<file path="config.mk">
export PLATFORM = sky130hd
export DESIGN_NAME = blink_scheduler
export DESIGN_NICKNAME = d
export VERILOG_FILES = /design/src/rtl/blink_scheduler.sv
export SDC_FILE = /design/constraint.sdc
export NUM_CORES = 1
export LEC_CHECK = 0
export BUFFER_PORTS_ARGS = -buffer_cell sky130_fd_sc_hd__buf_2
export CAP_MARGIN = 20
export CORE_MARGIN = 5
export CORE_UTILIZATION = 60
export CTS_CLUSTER_SIZE = 40
export DETAILED_ROUTE_END_ITERATION = 8
export PLACE_DENSITY = 0.77
export SYNTH_ARGS = -nofsm -noshare
export SYNTH_HDL_FRONTEND = slang
export SYNTH_SLANG_ARGS = --single-unit
</file>
<file path="constraint.sdc">
create_clock -name vgaclk_i -period 4.2 [get_ports vgaclk_i]
set_input_delay 0.63 -clock vgaclk_i [delete_from_list [all_inputs] [get_ports vgaclk_i]]
set_output_delay 0.63 -clock vgaclk_i [all_outputs]
set_load 0.01 [all_outputs]
</file>
<file path="src/rtl/blink_scheduler.sv">
// Multi-channel blink timebase: 1 ms prescaler, per-channel period/on-time phase
// counters, and blink outputs that only update on vsync so they never tear mid-frame.
module blink_scheduler #(
  parameter int CLK_KHZ  = 25000,
  parameter int NUM_CH   = 4,
  parameter int CH_W     = 2,
  parameter int PERIOD_W = 12
) (
  input  logic                vgaclk_i,
  input  logic                vgarstn_i,
  input  logic                vsync_i,
  input  logic                cfg_valid_i,
  output logic                cfg_ready_o,
  input  logic [CH_W-1:0]     cfg_ch_i,
  input  logic                cfg_en_i,
  input  logic [PERIOD_W-1:0] cfg_period_i,
  input  logic [PERIOD_W-1:0] cfg_on_i,
  output logic                ms_tick_o,
  output logic [NUM_CH-1:0]   blink_o
);

  localparam int PRE_W = (CLK_KHZ > 1) ? $clog2(CLK_KHZ) : 1;
  localparam logic [PRE_W-1:0] PRE_MAX = PRE_W'(CLK_KHZ - 1);

  typedef enum logic {IDLE, UPDATE} state_t;

  logic [PRE_W-1:0]    pre_cnt_reg;
  state_t              state_reg;
  logic [CH_W-1:0]     lat_ch_reg;
  logic                lat_en_reg;
  logic [PERIOD_W-1:0] lat_period_reg;
  logic [PERIOD_W-1:0] lat_on_reg;
  logic [NUM_CH-1:0]   raw;

  always_ff @(posedge vgaclk_i or negedge vgarstn_i) begin
    if (!vgarstn_i) begin
      pre_cnt_reg <= '0;
      ms_tick_o   <= 1'b0;
    end else begin
      ms_tick_o   <= (pre_cnt_reg == PRE_MAX);
      pre_cnt_reg <= (pre_cnt_reg == PRE_MAX) ? '0 : pre_cnt_reg + PRE_W'(1);
    end
  end

  // Two-state config handshake: accept in IDLE, commit to the channel in UPDATE.
  always_ff @(posedge vgaclk_i or negedge vgarstn_i) begin
    if (!vgarstn_i) begin
      state_reg      <= IDLE;
      cfg_ready_o    <= 1'b1;
      lat_ch_reg     <= '0;
      lat_en_reg     <= 1'b0;
      lat_period_reg <= '0;
      lat_on_reg     <= '0;
    end else begin
      case (state_reg)
        IDLE: begin
          if (cfg_valid_i) begin
            lat_ch_reg     <= cfg_ch_i;
            lat_en_reg     <= cfg_en_i;
            lat_period_reg <= cfg_period_i;
            lat_on_reg     <= cfg_on_i;
            state_reg      <= UPDATE;
            cfg_ready_o    <= 1'b0;
          end
        end
        UPDATE: begin
          state_reg   <= IDLE;
          cfg_ready_o <= 1'b1;
        end
        default: begin
          state_reg   <= IDLE;
          cfg_ready_o <= 1'b1;
        end
      endcase
    end
  end

  for (genvar gi = 0; gi < NUM_CH; gi++) begin : gen_ch
    logic                en_reg;
    logic [PERIOD_W-1:0] period_reg;
    logic [PERIOD_W-1:0] on_reg;
    logic [PERIOD_W-1:0] phase_reg;
    logic                wr;

    // Channel selects >= NUM_CH match no channel, so such writes are dropped.
    assign wr = (state_reg == UPDATE) && (lat_ch_reg == CH_W'(gi));

    always_ff @(posedge vgaclk_i or negedge vgarstn_i) begin
      if (!vgarstn_i) begin
        en_reg     <= 1'b0;
        period_reg <= '0;
        on_reg     <= '0;
        phase_reg  <= '0;
      end else if (wr) begin
        en_reg     <= lat_en_reg;
        period_reg <= lat_period_reg;
        on_reg     <= lat_on_reg;
        phase_reg  <= '0;
      end else if (ms_tick_o) begin
        if (en_reg && (period_reg != '0))
          phase_reg <= (phase_reg == period_reg - PERIOD_W'(1)) ? '0 : phase_reg + PERIOD_W'(1);
        else
          phase_reg <= '0;
      end
    end

    assign raw[gi] = en_reg && (period_reg != '0) && (phase_reg < on_reg);
  end

  // Sampling raw here (before any same-edge phase step) gives the pre-increment level.
  always_ff @(posedge vgaclk_i or negedge vgarstn_i) begin
    if (!vgarstn_i)
      blink_o <= '0;
    else if (vsync_i)
      blink_o <= raw;
  end

endmodule

</file>
==> summary.md, run 1 <==
| Metric | Value |
|---|---|
| Outcome | complete, no violations |
| Post-synth EDFFs | 0 |
| Critical path required time | 4.52 ns |
| Worst setup margin | 0.819 ns |
| Worst-margin pin slew | 0.899 ns |
| Combinational fraction of design power | 0.281 |
| Setup TNS | 0 ns |
| Max-Cap Viols | 0 |
| CTS root buffer | clkbuf_16 |
| Crit path DAT | 3.70 ns |
| Hold_ws | 0.275 ns |
| Core ar. | 0.0180 mm2 |
| Met2 WL post-DR | 11900 um |
| Hold Fails Final Rpt | 0 |
| Design Area, Final | 0.0120 mm2 |
| Initial Util | 0.609 |
| Share of cells above drive strength 1 | 0.194 |
| Syn nets | 1127 |
| Power share of the sequential group | 0.463 |
| Post-synthesis average cell area | 10.5 um2 |
| Post-DP Area | 0.0114 mm2 |
| WL met1 | 11200 um |
| DP Worst Slack | 0.876 ns |
| GR Overflow Total | 0 |
| Antenna Cells | 0 |
| NetSw | 2170 uW |
| Vias in the first global route | 7591 |
| CP endpoint kind | flop |
| Leak | 0.00544 uW |
| DR WL met3 | 1090 um |
| Maximum vdd drop | 462 uV |
| Initial DRC Count | 509 |
| # rows | 49 |
| FFs w/ async S/R, synth | 1.00 |
| First-pass GRT wire length | 40500 um |
| DIE WIDTH | 145 um |
| # IOs | 37 |
| # setup viols final | 0 |
| RSZ-0062 raised after global routing | false |
| Fin nets | 1152 |
| All-Layer GR Usage | 0.236 |
| Gp weighted congestion | 0.903 |
| Remaining antenna violation count | 0 |
| Sink Count | 197 |
| Port Buffers | 36 |
| Wire length per cell | 18.8 um |
| Clock share of power | 0.257 |
| Antenna violations before repair | 0 |
| CTS Buffer Depth | 2 |
| WL final | 24600 um |
| Die ar. | 0.0210 mm2 |
| Crit path launch type | flop |
| Top_reg_cell synth | dfrtp_1 |
| Max-slew headroom | 0.399 |
| Worst-Skew Late Latency | 0.44 ns |
| # hold bufs at CTS | 0 |
| Mapped cell area | 0.0109 mm2 |
| Slowest stage delay, CP | 0.61 ns |
| Bufs and invs on worst path | 1 |
| CTS tree | yes |
| Post-DP HPWL | 16700 um |
| Drt pass-1 iters | 5 |
| Fmax | 296 MHz |
| Slew Viols, Final | 0 |
| Vias after detailed routing | 7917 |
| Fin crit share | 0.805 |
| Crit path max-delay cell type | nand4_1 |
| Routed vias/inst | 6.04 |
| CTS Buf Count | 17 |
| DRC | 0 |
| Pwr Density | 542 mW/mm2 |
| Clk_skew | 0.00959 ns |
| Die height | 145 um |
| Worst-path maximum fanout | 15 |
| Largest net degree at the start of global routing | 104 |
| Synth cell types | 65 |
| Switching Share | 0.335 |
| Worst-path clk slew | 0.07 ns |
| P&R area growth vs syn | 9.23% |
| Cells after Synth | 1043 |
| Crit path cell chain | inv_1 -> ha_1 -> or4b_1 -> a211o_1 -> nand4bb_1 -> a2111oi_0 -> nand4_1 -> a32o_1 |
| Fin crit period | 3.38 ns |
| Register area share after synthesis | 0.451 |
| #FFs+latches synth | 197 |
| Top delay family on crit path | simple AND/OR/NAND/NOR gates |
| Top routing layer in use | met4 |
| Int Pwr | 4310 uW |
| Gates resized, CTS repair | 0 |
| # H-tree levels | 4 |
| Synth warnings | 0 |
| Postcts setup bufs | 0 |
| Hold Crit Class | in -> async |
| Setup CP Type | reg -> reg |
[power by group through the flow]
| stage | sequential, uW | combinational (uW) | clock, uW |
|---|---|---|---|
| floorplan | 2770 | 1530 | 0 |
| global placement | 2990 | 1750 | 0 |
| detailed placement | 3010 | 1800 | 0 |
| CTS | 2980 | 1830 | 1680 |
| global route | 3070 | 2060 | 1760 |
| finish | 3000 | 1820 | 1660 |
[synthesized netlist by cell type, drive strengths merged (7+ instances only)]
master | count | area [um2]
a211oi | 8 | 60.1
a21o | 17 | 128
a21oi | 28 | 140
a31oi | 21 | 131
and3 | 26 | 168
clkbuf | 37 | 139
dfrtp | 196 | 4900
ha | 53 | 663
inv | 69 | 259
mux2 | 115 | 1290
mux2i | 14 | 140
nand2 | 63 | 236
nand2b | 21 | 131
nand3 | 61 | 330
nand3b | 7 | 52.6
nand4 | 13 | 81.3
nor2 | 39 | 146
nor2b | 10 | 62.6
nor3 | 21 | 105
nor3b | 7 | 52.6
nor4 | 12 | 81.3
o21ai | 45 | 225
or4 | 10 | 82.6
xnor2 | 49 | 429
xor2 | 31 | 272
[area by class of cell]
type	instances	area, um2
Fill cell	1345	6010
Multi-Input combinational cell	736	5590
Sequential cell	197	4930
Clock buffer	20	457
Tap cell	229	287
Timing Repair Buffer	47	284
Inverter	69	259
Clock inverter	12	143
[placed cells by master, fill, tap and decap left out, types with 7 or more instances in the layout]
master     Yosys  final
nand3_1       56     56
mux2_2       115    115
xor2_1        31     31
or4_1          8      8
buf_4          0     10
nor4_1        11     11
nor2_1        39     38
clkbuf_16      0     17
nor2b_1       10     10
nand2_1       63     63
and3_1        25     25
ha_1          53     53
buf_2          2     35
a211oi_1       8      8
nand3b_1       7      7
a21oi_1       28     28
a31oi_1       21     21
o21ai_0       45     45
nand4_1       13     13
a21o_1        17     17
mux2i_1       14     14
nor3_1        21     21
dfrtp_1      196    196
inv_1         69     69
xnor2_1       49     49
nand2b_1      21     21
[through the flow]
stage               power [uW]   util  instances
CTS                       6500  0.665       1310
global placement          4740  0.632       1278
detailed placement        4810  0.632       1278
floorplan                 4300      -       1043
global route              6890  0.665       1310
finish                    6470  0.665       1310
[worst reg2reg max path, stage by stage, from the launching register on]
cell,delay (ns)
dfrtp_1,0.43
inv_1,0.08
ha_1,0.23
or4b_1,0.49
a211o_1,0.30
nand4bb_1,0.16
a2111oi_0,0.47
nand4_1,0.61
a32o_1,0.49
[metal layers]
layer	vias up	track usage
li1	3773	-
met1	3933	0.336
met2	170	0.381
met3	41	0.0396
met4	0	0.0588
met5	-	0
[kinds of logic (layout without fill, tap and decap cells)]
group                    after synthesis  in the layout  synth area share
AND/OR/NAND/NOR                      308            308             0.154
adder cells (fa/ha/maj)               53             53            0.0606
AO/OA/AOI/OAI                        166            166             0.101
XOR/XNOR                              80             80            0.0640
flip-flops                           197            197             0.451
multiplexers                         129            129             0.131
buffers and inverters                110            148            0.0390
[worst paths after layout]
| path | from | end | slack, ns | depth (start not counted) |
|---|---|---|---|---|
| hold / removal | vgarstn_i | gen_ch[1].phase_reg[6]$_DFFE_PN0P_ | 0.28 | 1 |
| hold reg to reg | pre_cnt_reg[0]$_DFF_PN0_ | pre_cnt_reg[0]$_DFF_PN0_ | 0.46 | 1 |
| min in group vgaclk_i | cfg_on_i[6] | lat_on_reg[6]$_DFFE_PN0P_ | 0.42 | 2 |
| setup / recovery | gen_ch[3].period_reg[0]$_DFFE_PN0P_ | gen_ch[3].phase_reg[1]$_DFFE_PN0P_ | 0.82 | 8 |
| setup reg to reg | gen_ch[3].period_reg[0]$_DFFE_PN0P_ | gen_ch[3].phase_reg[1]$_DFFE_PN0P_ | 0.82 | 8 |
| max in group asynchronous | vgarstn_i | gen_ch[2].period_reg[9]$_DFFE_PN0P_ | 2.94 | 2 |
Power figures use the tool's default switching activity.
==> run 2, diff against run 1 <==
Settings changed: CORE_UTILIZATION 60 to 57.
Clock period 4.2 ns to 2.8 ns, I/O delays scaled along.
==> run 2 against run 1 <==
Sequential power rose by 47%; clock skew rose by 0.0030 ns; sequential cell count unchanged; fmax grew 23%; via count is 2.8% higher; critical path depth up 2; worst setup slack worse by 0.78 ns; clock power is 52% higher; critical endpoint is now gen_ch[1].phase_reg[8]$_DFFE_PN0P_; largest power group unchanged.
==> summary.md, run 2 (synthesis results as in run 1) <==
| Metric | Value |
|---|---|
| Die ar. | 0.0221 mm2 |
| Most common cell after layout, fill and taps aside | dfrtp_1 |
| Core ar. | 0.0188 mm2 |
| Sink Count | 197 |
| Worst-path clk slew | 0.07 ns |
| Initial DRC Count | 479 |
| # setup viols final | 0 |
| Slowest stage delay, CP | 0.49 ns |
| P&R area growth vs syn | 12.8% |
| Worst hold stages | 2 |
| All-Layer GR Usage | 0.233 |
| Fin crit share | 0.985 |
| # H-tree levels | 4 |
| Max-slew headroom | 0.425 |
| Gp weighted congestion | 0.880 |
| Reg2reg start | gen_ch[1].period_reg[0]$_DFFE_PN0P_ |
| CTS root buffer | clkbuf_16 |
| Vias in the first global route | 7832 |
| R2R depth | 10 |
| Hold Crit Class | in -> reg |
| Worst-path maximum fanout | 9 |
| Largest net degree at the start of global routing | 70 |
| Critical path required time | 3.17 ns |
| First-pass GRT wire length | 40300 um |
| Commonest non-fill, non-tap cells in the layout | dfrtp_1, mux2_2, inv_1, nand2_1, nand3_1 |
| DP Cell Count | 1334 |
| NetSw | 3310 uW |
| Antenna Cells | 0 |
| Reg2reg end | gen_ch[1].phase_reg[8]$_DFFE_PN0P_ |
| Routed vias/inst | 5.93 |
| Share of cells above drive strength 1 | 0.225 |
| Slew Viols, Final | 0 |
| Worst-Skew Late Latency | 0.44 ns |
| Hold Path End | lat_on_reg[1]$_DFFE_PN0P_ |
| CTS tree | yes |
| DRC | 0 |
| Remaining antenna violation count | 0 |
| Switching Share | 0.330 |
| GR Overflow Total | 0 |
| Pwr Density | 811 mW/mm2 |
| Reg2reg setup slack | 0.04 ns |
| Drt pass-1 iters | 5 |
| Max-Cap Viols | 0 |
| Fin nets | 1184 |
| Crit path DAT | 3.13 ns |
| Int Pwr | 6710 uW |
| RSZ-0062 raised after global routing | true |
| Leak | 0.00563 uW |
| Setup TNS | 0 ns |
| Crit-path most repeated cell | nand3_1 |
| Clock share of power | 0.253 |
| Power share of the sequential group | 0.439 |
| Hold Path Origin | cfg_on_i[1] |
| CTS Buf Count | 17 |
| Hold Fails Final Rpt | 0 |
| Fin crit period | 2.76 ns |
| Post-Layout Cell Count | 1372 |
| CP endpoint kind | flop |
| Setup CP Type | reg -> reg |
| Maximum vdd drop | 489 uV |
| Die height | 149 um |
| Crit path max-delay cell type | or4_4 |
| # rows | 50 |
| Antenna violations before repair | 0 |
| Crit path cell chain | inv_1 -> ha_2 -> or3b_4 -> or4_4 -> and3_4 -> o31a_1 -> o211ai_4 -> clkbuf_16 -> nand3_1 -> nand3_1 |
| Combinational fraction of design power | 0.308 |
| # IOs | 37 |
| Vias after detailed routing | 8135 |
| CTS Buffer Depth | 2 |
| Wire length per cell | 18.3 um |
| Crit path launch type | flop |
| Outcome | complete, no violations |
| Worst-margin pin slew | 0.860 ns |
| DIE WIDTH | 149 um |
| WL final | 25100 um |
| Post-DP HPWL | 17200 um |
| Port Buffers | 36 |
| Clk_skew | 0.0126 ns |
| Initial Util | 0.581 |
| Fmax | 363 MHz |
## run 2: timing repair
item | CTS | global route
hold buffers | 1 | 0
buffers inserted | 0 | 4
gates resized for setup | 0 | 13
endpoints found under the setup margin | 0 | 20
endpoints found under the hold margin | 5 | 0
## run 2: how the worst max path moves through the flow
stage | depth (start not counted) | slack, ns | start | to
3_3_place_gp | 10 | 0.14 | gen_ch[1].period_reg[0]$_DFFE_PN0P_ | gen_ch[1].phase_reg[4]$_DFFE_PN0P_
2_1_floorplan | 10 | 0.01 | gen_ch[1].period_reg[0]$_DFFE_PN0P_ | gen_ch[1].phase_reg[2]$_DFFE_PN0P_
5_1_grt | 10 | -0.04 | gen_ch[1].period_reg[1]$_DFFE_PN0P_ | gen_ch[1].phase_reg[3]$_DFFE_PN0P_
4_1_cts | 10 | 0.05 | gen_ch[1].period_reg[0]$_DFFE_PN0P_ | gen_ch[1].phase_reg[6]$_DFFE_PN0P_
3_5_place_dp | 10 | 0.08 | gen_ch[1].period_reg[1]$_DFFE_PN0P_ | gen_ch[1].phase_reg[2]$_DFFE_PN0P_
6_report | 10 | 0.04 | gen_ch[1].period_reg[0]$_DFFE_PN0P_ | gen_ch[1].phase_reg[8]$_DFFE_PN0P_
## run 2: per-stage QoR
step	total power, uW	hold WS [ns]	cell area [um2]	setup WS [ns]	utilization
finish	10000	0.206	12300	0.0417	0.656
global route	10700	0.194	12300	-0.0393	0.656
CTS	9970	0.199	12200	0.0473	0.649
detailed placement	7390	0.447	11600	0.0796	0.616
global placement	7250	0.438	11600	0.139	0.616
floorplan	6450	0.124	10900	0.0119	-
## run 2: layer usage
layer,global-route usage,vias up,part of all wire
li1,-,3854,-
met3,0.0515,48,0.047
met4,0.0938,0,0.034
met5,0,-,0
met2,0.371,186,0.48
met1,0.311,4047,0.44
## run 2: critical path: cells and delay by family (launching register included)
family | cells | cell delay [ns]
flip-flops | 1 | 0.39
adder cells (fa/ha/maj) | 1 | 0.16
buffers and inverters | 2 | 0.29
AND/OR/NAND/NOR | 5 | 1.29
AO/OA/AOI/OAI | 2 | 0.57
## run 2: final cells by class
cell class,count,area (um2)
sequential,197,4930
timing repair buffer,79,591
multi-input combinational,736,5630
tap,260,325
clock buffer,19,453
inverter,69,259
fill,1423,6490
clock inverter,12,151
## run 2: power by group through the flow
stage / logic, uW / clock network, uW / registers [uW]
after global routing: 3450 / 2710 / 4500
after CTS: 3010 / 2580 / 4370
after detailed placement: 2970 / 0 / 4420
final: 3090 / 2530 / 4400
after floorplan: 2300 / 0 / 4150
after global placement: 2860 / 0 / 4390
